[config.mk]
export PLATFORM = sky130hd
export DESIGN_NAME = shift_seq_ctrl
export DESIGN_NICKNAME = d
export VERILOG_FILES = /design/src/rtl/shift_seq_ctrl.sv
export SDC_FILE = /design/constraint.sdc
export NUM_CORES = 1
export LEC_CHECK = 0
export ABC_AREA = 1
export BUFFER_PORTS_ARGS = -buffer_cell sky130_fd_sc_hd__buf_4
export CORE_ASPECT_RATIO = 0.7
export CORE_MARGIN = 2
export CORE_UTILIZATION = 29
export CTS_BUF_LIST = sky130_fd_sc_hd__clkbuf_4
export CTS_CLUSTER_DIAMETER = 50
export DETAILED_ROUTE_END_ITERATION = 7
export PLACE_DENSITY = 0.54
export SYNTH_ARGS = -nofsm -noshare
export SYNTH_HDL_FRONTEND = slang
export SYNTH_SLANG_ARGS = --single-unit
export TNS_END_PERCENT = 1
[constraint.sdc]
create_clock -name clock -period 4.6 [get_ports clock]
set_input_delay 0.92 -clock clock [delete_from_list [all_inputs] [get_ports clock]]
set_output_delay 0.92 -clock clock [all_outputs]
set_load 0.02 [all_outputs]
[src/rtl/shift_seq_ctrl.sv]
// Command sequencer for a universal shift register: accepts LOAD/SHL/SHR/ROL/ROR/CLR commands,
// drives the register pins for the required number of cycles, and streams out the shifted-out bits.
module shift_seq_ctrl #(
   parameter int N     = 8,
   parameter int CNT_W = 4
) (
   input  logic             clock,
   input  logic             clear_n,
   input  logic             cmd_valid,
   output logic             cmd_ready,
   input  logic [2:0]       cmd_op,
   input  logic [N-1:0]     cmd_data,
   input  logic [CNT_W-1:0] cmd_count,
   input  logic             ser_in,
   input  logic [N-1:0]     reg_q,
   output logic [1:0]       reg_sel,
   output logic [N-1:0]     reg_in,
   output logic             reg_left_in,
   output logic             reg_right_in,
   output logic             reg_clear,
   output logic             busy,
   output logic             done,
   output logic             err,
   output logic             ser_out,
   output logic             ser_out_valid
);

   localparam logic [2:0] OP_LOAD = 3'b000;
   localparam logic [2:0] OP_SHL  = 3'b001;
   localparam logic [2:0] OP_SHR  = 3'b010;
   localparam logic [2:0] OP_ROL  = 3'b011;
   localparam logic [2:0] OP_ROR  = 3'b100;
   localparam logic [2:0] OP_CLR  = 3'b101;

   typedef enum logic [1:0] {
      IDLE = 2'd0,
      EXEC = 2'd1,
      DONE = 2'd2
   } state_e;

   state_e             state_q, state_d;
   logic [2:0]         op_q, op_d;
   logic [N-1:0]       data_q, data_d;
   logic [CNT_W-1:0]   rem_q, rem_d;

   // Only the end bits of the register feed back; the middle bits are deliberately ignored.
   logic               unused_reg_q_mid;
   assign unused_reg_q_mid = ^reg_q[N-2:1];

   always_ff @(posedge clock or negedge clear_n) begin
      if (!clear_n) begin
         state_q <= IDLE;
         op_q    <= '0;
         data_q  <= '0;
         rem_q   <= '0;
      end else begin
         state_q <= state_d;
         op_q    <= op_d;
         data_q  <= data_d;
         rem_q   <= rem_d;
      end
   end

   always_comb begin
      state_d       = state_q;
      op_d          = op_q;
      data_d        = data_q;
      rem_d         = rem_q;
      cmd_ready     = 1'b0;
      reg_sel       = 2'b00;
      reg_in        = '0;
      reg_left_in   = 1'b0;
      reg_right_in  = 1'b0;
      reg_clear     = 1'b0;
      busy          = 1'b0;
      done          = 1'b0;
      err           = 1'b0;
      ser_out       = 1'b0;
      ser_out_valid = 1'b0;

      case (state_q)
         IDLE: begin
            cmd_ready = clear_n;
            if (cmd_valid && cmd_ready) begin
               op_d   = cmd_op;
               data_d = cmd_data;
               case (cmd_op)
                  OP_LOAD, OP_CLR:                rem_d = CNT_W'(1);
                  OP_SHL, OP_SHR, OP_ROL, OP_ROR: rem_d = cmd_count;
                  default:                        rem_d = '0;
               endcase
               state_d = (rem_d != '0) ? EXEC : DONE;
            end
         end
         EXEC: begin
            busy  = 1'b1;
            rem_d = rem_q - CNT_W'(1);
            if (rem_q == CNT_W'(1)) state_d = DONE;
            case (op_q)
               OP_LOAD: begin
                  reg_sel = 2'b01;
                  reg_in  = data_q;
               end
               OP_CLR: reg_clear = 1'b1;
               OP_SHL: begin
                  reg_sel       = 2'b10;
                  reg_right_in  = ser_in;
                  ser_out       = reg_q[N-1];
                  ser_out_valid = 1'b1;
               end
               OP_ROL: begin
                  reg_sel       = 2'b10;
                  reg_right_in  = reg_q[N-1];
                  ser_out       = reg_q[N-1];
                  ser_out_valid = 1'b1;
               end
               OP_SHR: begin
                  reg_sel       = 2'b11;
                  reg_left_in   = ser_in;
                  ser_out       = reg_q[0];
                  ser_out_valid = 1'b1;
               end
               OP_ROR: begin
                  reg_sel       = 2'b11;
                  reg_left_in   = reg_q[0];
                  ser_out       = reg_q[0];
                  ser_out_valid = 1'b1;
               end
               default: ;
            endcase
         end
         DONE: begin
            busy    = 1'b1;
            done    = 1'b1;
            err     = (op_q[2:1] == 2'b11);
            state_d = IDLE;
         end
         default: state_d = IDLE;
      endcase
   end

endmodule

Yosys cells after proc, flatten, opt, wreduce, memory -nomap -nowiden:

Index checks and enable logic that the tools add are counted.
W data, S select, Z words.

* multiplexer cells: 27
* add/subtract/negate cells: 1
* eq/ne operators: 16
* reductions and logical operators: 15

Operators with widths (count)
* $mux W8: 2
* $pmux W4 S2: 2
* $eq A3 B2 Y1 const B: 4
* $eq A3 B3 Y1 const B: 4
* $mux W4: 3
* $mux W1: 11
* $mux W2: 4
* $reduce_or A2 Y1: 4
* $reduce_or A4 Y1: 2
* $eq A3 B1 Y1 const B: 2
* $logic_not A3 Y1: 2
* $pmux W1 S2: 3
* $pmux W2 S3: 1
* $reduce_and A2 Y1: 3
* $eq A2 B2 Y1 const B: 2
* $eq A4 B1 Y1 const B: 1
* $ne A2 B2 Y1 const B: 2
* $pmux W2 S2: 1
* $reduce_bool A4 Y1: 1
* $sub A4 B1 Y4 const B: 1
* $eq A2 B1 Y1 const B: 1
* $logic_not A2 Y1: 1
* $reduce_bool A2 Y1: 1
* $logic_and A1 B1 Y1: 1

* register bits after elaboration: 17
* output and inout bits: 19
* word-level logic and storage cells: 63

Depth between registers and ports, before layout:

Gate-level depths: netlist of the first run.

* depth after elaboration: 9
* mapped depth: 10

Least setup slack after synthesis of the first run:

No wires, ideal clock.

* path type: reg2out
* start: reg state_q[1]
* end: out reg_clear
* setup slack: 2.070 ns
* required time: 3.680 ns
* buffers on the path: 1
* data arrival time: 1.610 ns
* cell stages (with the launch flop): 6
* cells stage by stage: dfrtp_1 > inv_1 > ha_1 > inv_2 > buf_6 > nor4_1

* cells in the longest elaborated chain, start to end: 2

Ends and longest elaborated chain
* from (decl): line 41 `state_e state_q, state_d;`
* from (signal assigned): line 57 `state_q <= state_d;`
* $eq A2 B1 Y1: line 81 `case (state_q)`
* $mux W1: line 81
* to (decl): line 20 `output logic reg_clear,`

Every way passes these cells.

Final worst setup path of the first run:

* start: reg state_q[1]
* end: out ser_out

* cells in the longest elaborated chain, start to end: 2

Ends and longest elaborated chain
* $eq A2 B1 Y1: line 81
* $mux W1: line 81
* to (decl): line 24 `output logic ser_out,`

Every way passes these cells.

==> impl_metrics.env, run 1 <==
export IMPL_worst_slew_pin_slew_ns=0.3447
export IMPL_cts_path_max_buffers=2
export IMPL_relSlewSlack_pct=77.02
export IMPL_layout_nets=215
export IMPL_yosysWarnings=0
export IMPL_ys_seq_area_share_pct=39.91
export IMPL_critPathKind="reg2out"
export IMPL_p_leak_nw=0.7620
export IMPL_port_buffers=39
export IMPL_antenna_found_initial=0
export IMPL_status="completed"
export IMPL_start_util_pct=30.34
export IMPL_syn_area_um2=1066
export IMPL_slew_viol_final=0
export IMPL_crit_start="state_q[1]$_DFFE_PN0P_"
export IMPL_synth_nets=174
export IMPL_layout_common_cells="buf_4, nand2_1, inv_1"
export IMPL_grt_first_pass_wirelength_um=4140
export IMPL_synth_compound_area_share_pct=18.78
export IMPL_cts_root_buf="clkbuf_4"
export IMPL_h_tree_depth=1
export IMPL_worstSetupStartpointType="flop"
export IMPL_cts_tree="yes"
export IMPL_drt_iter0_markers=36
export IMPL_drtPass1Iterations=4
export IMPL_track_usage_pct=12.69
export IMPL_synth_top_family_by_area="simple AND/OR/NAND/NOR gates"
export IMPL_grt_max_degree=20
export IMPL_cts_resized=0
export IMPL_wl_um=2529
export IMPL_worstPathMaxFanout=11
export IMPL_r2r_end="rem_q[3]$_DFFE_PN0P_"
export IMPL_die_w_um=76.47
export IMPL_final_hold_viol_count=0
export IMPL_drv_cap=0
export IMPL_first_global_vias=978
export IMPL_diodes=0
export IMPL_drive_gt1_share_pct=29.67
export IMPL_setup_viol=0
export IMPL_cts_made_buffers=3
export IMPL_clk_pin_slew_ns=0.10
export IMPL_yosys_area_share_simple_pct=21.83
export IMPL_post_cts_buffers=0
export IMPL_synth_area_leaders="dfrtp_1, nand2_1, inv_1"
export IMPL_clock_latency_ns=0.29
export IMPL_r2r_start="state_q[1]$_DFFE_PN0P_"
export IMPL_dieArea_um2=4185
export IMPL_peakVddDrop_v=0.0002012
export IMPL_max_freq_mhz=357.6
export IMPL_wl_per_cell_um=10.90
export IMPL_fp_dieH_um=54.73
export IMPL_synth_avg_cell_area_um2=7.507
export IMPL_ctsHoldBuffers=0
export IMPL_ys_ff_latch=17
export IMPL_yosys_area_top_type="dfrtp_1"
export IMPL_rsz0062_at_grt="false"
export IMPL_postRouteAntennaNets=0
export IMPL_gp_congestion=0.8110
export IMPL_synth_xor_area_share_pct=1.643
export IMPL_synth_top_area_share_pct=39.91
export IMPL_period_share_pct=60.80
export IMPL_synth_adder_area_share_pct=5.869
export IMPL_arrival_ns=1.88
export IMPL_crit_slowest_cell="dfrtp_1"
export IMPL_power_mw=0.7973
export IMPL_end_kind="output port"
export IMPL_dr_total_vias=1027
export IMPL_max_stage_delay_ns=0.40
export IMPL_synthCells=142
export IMPL_route_detailed_drc=0
export IMPL_worst_ep_required_time_ns=3.68
export IMPL_grt_overflow_total=0
export IMPL_num_io_pins=46
export IMPL_final_common_cell="buf_4"
export IMPL_setup_tns_ns=0
export IMPL_reg2reg_depth=8
export IMPL_clock_skew_ns=0.007270
export IMPL_worstPathCellList="inv_1 > ha_1 > inv_2 > a211oi_4 > o21ai_2 > o22ai_2 > buf_4"
export IMPL_power_density_nw_per_um2=559.4
export IMPL_muxShareOfSynthArea_pct=0
export IMPL_fin_crit_ns=2.797
export IMPL_viasPerCell=4.427
export IMPL_coreArea_um2=3513
export IMPL_hpwlAfterDp_um=2026
export IMPL_hp_class="in2async"
export IMPL_rows=18
export IMPL_cts_sinks=17
export IMPL_ff2ff_setup_slack_ns=2.93
export IMPL_ys_types=24
export IMPL_area_growth_syn_to_layout_pct=33.69
==> worst max-delay path: cells and delay by family (launching register included) <==
kind,cells,cell delay (ns)
compound gates,3,0.43
fa+ha+maj,1,0.33
buf+inv,3,0.43
flops,1,0.40
==> flip-flops by register name (all words and copies together) (netlist names) <==
register,count
op_q,3
state_q,2
rem_q,4
data_q,8
==> layer usage <==
layer | global-route usage (%) | part of all wire (%)
met1 | 15.59 | 49
met2 | 22.57 | 46
met3 | 2.970 | 3.7
met4 | 4.545 | 1.1
met5 | 0 | 0
==> cells by family (layout without fill, tap and decap cells) <==
group,Yosys count,count (layout)
simple gates,56,56
compound gates,32,32
buf+inv,30,70
flops,17,17
fa+ha+maj,5,5
xor+xnor,2,2
==> worst max path at each step <==
stage	endpoint	slack, ns	cells past startpoint
finish	ser_out	1.80	7
global route	ser_out	1.69	7
CTS	ser_out	1.78	7
detailed placement	ser_out	2.11	7
global placement	ser_out	2.17	7
floorplan	reg_clear	2.07	5
==> Yosys cell counts <==
cell type,count
nand2_2,1
nand3_1,7
inv_1,23
dfrtp_1,17
buf_6,1
nor4_1,1
nand2_1,33
a21oi_1,6
buf_4,2
o21ai_0,15
ha_1,5
xor2_1,2
a21o_2,1
inv_2,4
o21ai_1,3
a21oi_2,1
and3_1,1
nor2_1,11
o21ai_2,2
nand4_1,1
o22ai_1,2
a211oi_4,1
nand3b_1,1
o22ai_2,1
==> through the flow <==
| step | cell area, um2 | cells | util, % | worst slack (ns) | hold WS [ns] |
|---|---|---|---|---|---|
| final | 1425 | 232 | 40.56 | 1.803 | 0.4877 |
| after global routing | 1425 | 232 | 40.56 | 1.685 | 0.4868 |
| after CTS | 1425 | 232 | 40.56 | 1.778 | 0.4858 |
| after detailed placement | 1395 | 228 | 39.71 | 2.110 | 0.4770 |
| after global placement | 1395 | 228 | 39.71 | 2.166 | 0.4653 |
| after floorplan | 1066 | 142 | - | 2.070 | 0.4488 |
==> report_power, final <==
part / internal (mW) / total (mW) / leakage [nW] / switching [mW]
Clock: 0.0396 / 0.0845 / 0.0184 / 0.0449
Combinational: 0.173 / 0.445 / 0.532 / 0.273
Sequential: 0.219 / 0.267 / 0.211 / 0.0485
Total: 0.431 / 0.797 / 0.762 / 0.366
==> layout make-up <==
cell class              count  area [um2]
multi-input cells          95       513.0
clock buffers               4       30.03
inverters                  27       101.3
flip-flops and latches     17       425.4
well taps                  50       62.56
fillers                   408        2088
repair buffers             39       292.8
Note: power is estimated with default switching activity, not from simulation.
==> inputs of run 2 (changes only) <==
PLACE_DENSITY = 0.56   (was 0.54)
clock period = 2.3 ns   (was 4.6 ns; I/O delays follow)
==> impl_metrics.env, run 2 (synthesized netlist as in run 1, its figures left out) <==
export IMPL_status="completed"
export IMPL_worst_ep_required_time_ns=1.84
export IMPL_drv_cap=0
export IMPL_dr_total_vias=1040
export IMPL_track_usage_pct=12.24
export IMPL_peakVddDrop_v=0.0003698
export IMPL_die_w_um=76.47
export IMPL_largest_reg_flops=8
export IMPL_largest_register="data_q"
export IMPL_rows=18
export IMPL_hp_class="in2reg"
export IMPL_diodes=0
export IMPL_dp_cells=228
export IMPL_clk_pin_slew_ns=0.11
export IMPL_p_seq_share_pct=33.7
export IMPL_critPathKind="reg2out"
export IMPL_reg_top3="data_q x8, rem_q x4, op_q x3"
export IMPL_relSlewSlack_pct=76.32
export IMPL_fin_crit_ns=2.146
export IMPL_cts_root_buf="clkbuf_4"
export IMPL_gp_congestion=0.7982
export IMPL_power_density_nw_per_um2=1109
export IMPL_viasPerCell=4.464
export IMPL_final_hold_viol_count=0
export IMPL_setup_viol=0
export IMPL_internal_power_mw=0.8603
export IMPL_wl_per_cell_um=10.35
export IMPL_clock_latency_ns=0.29
export IMPL_grt_first_pass_wirelength_um=3919
export IMPL_coreArea_um2=3513
export IMPL_final_common_cell="buf_4"
export IMPL_setup_tns_ns=0
export IMPL_layout_nets=216
export IMPL_worst_slew_pin_slew_ns=0.3542
export IMPL_swShare_pct=46.42
export IMPL_cts_made_buffers=3
export IMPL_worstSetupStartpointType="flop"
export IMPL_worstPathMaxFanout=11
export IMPL_holdWs_ns=0.3591
export IMPL_antenna_found_initial=0
export IMPL_port_buffers=39
export IMPL_final_util_pct=41.20
export IMPL_end_kind="output port"
export IMPL_area_growth_syn_to_layout_pct=35.80
export IMPL_p_leak_nw=0.7621
export IMPL_switchingPower_mw=0.7455
export IMPL_postRouteAntennaNets=0
export IMPL_fp_dieH_um=54.73
export IMPL_drtPass1Iterations=4
export IMPL_start_util_pct=30.34
export IMPL_cts_tree="yes"
export IMPL_drt_iter0_markers=20
export IMPL_rsz0062_at_grt="false"
export IMPL_arrival_ns=1.69
export IMPL_first_global_vias=928
export IMPL_hpwlAfterDp_um=1942
export IMPL_slew_viol_final=0
export IMPL_grt_max_degree=20
export IMPL_drive_gt1_share_pct=30.05
export IMPL_wl_um=2411
export IMPL_cts_path_max_buffers=2
export IMPL_period_share_pct=93.30
export IMPL_cts_sinks=17
export IMPL_num_io_pins=46
export IMPL_max_freq_mhz=466.0
export IMPL_route_detailed_drc=0
export IMPL_final_cells=233
export IMPL_combinationalPowerShare_pct=56.1
export IMPL_p_clk_share_pct=10.3
export IMPL_dieArea_um2=4185
export IMPL_grt_overflow_total=0
export IMPL_layout_common_cells="buf_4, nand2_1, inv_1"
export IMPL_h_tree_depth=1
export IMPL_clock_skew_ns=0.008662
export IMPL_post_cts_buffers=0
export IMPL_fillCellCount=368
## run 2: path summary, 6_finish.rpt
path                       slack, ns                      to  depth (start not counted)              startpoint
setup / recovery                0.15                 ser_out                          7  state_q[1]$_DFFE_PN0P_
hold / removal                  0.36   data_q[6]$_DFFE_PN0P_                          3             cmd_data[6]
setup reg to reg                0.78    rem_q[3]$_DFFE_PN0P_                         10  state_q[0]$_DFFE_PN0P_
hold reg to reg                 0.49    rem_q[3]$_DFFE_PN0P_                          2    rem_q[3]$_DFFE_PN0P_
max in group asynchronous       1.53    rem_q[3]$_DFFE_PN0P_                          2                 clear_n
min in group asynchronous       0.56  state_q[1]$_DFFE_PN0P_                          2                 clear_n
## run 2: final cells by class
type | instances | area, um2 | share of cell area, %
timing repair buffer | 40 | 302.8 | 20.92
multi-input combinational | 95 | 525.5 | 36.30
inverter | 27 | 101.3 | 7.001
clock inverter | 1 | 7.507 | 0.5186
clock buffer | 3 | 22.52 | 1.556
tap | 50 | 62.56 | 4.322
sequential | 17 | 425.4 | 29.39
## run 2: critical path: stages (launching register included)
cell      delay (ns)
dfrtp_1         0.41
inv_1           0.11
ha_4            0.19
inv_2           0.12
a211oi_4        0.20
o21ai_2         0.10
o22ai_2         0.10
buf_4           0.16
## run 2: through the flow
stage / total power, mW / area (um2) / setup WS [ns]
floorplan: 1.180 / 1066 / 0.2301
global placement: 1.415 / 1395 / 0.3467
detailed placement: 1.437 / 1395 / 0.3145
CTS: 1.612 / 1428 / 0.06668
global route: 1.769 / 1448 / 0.04446
finish: 1.606 / 1448 / 0.1541
## run 2: metal layers
layer	vias to the layer above	part of all wire [%]	track usage (%)
met5	-	0	0
met4	0	1.2	4.848
met3	2	5.5	4.290
met2	27	47	22.27
met1	478	47	13.70
li1	533	-	-
## run 2: power groups by stage
| stage | clock network, mW | registers (mW) | logic, mW |
|---|---|---|---|
| floorplan | 0 | 0.505 | 0.675 |
| global placement | 0 | 0.540 | 0.874 |
| detailed placement | 0 | 0.545 | 0.892 |
| CTS | 0.173 | 0.539 | 0.899 |
| global route | 0.193 | 0.564 | 1.01 |
| finish | 0.165 | 0.540 | 0.900 |
## run 2: timing repair
action | 4_1_cts | 5_1_grt
hold endpoints to repair | 0 | 11
hold buffers | 0 | 1
endpoints found under the setup margin | 1 | 4
resized for setup | 1 | 1
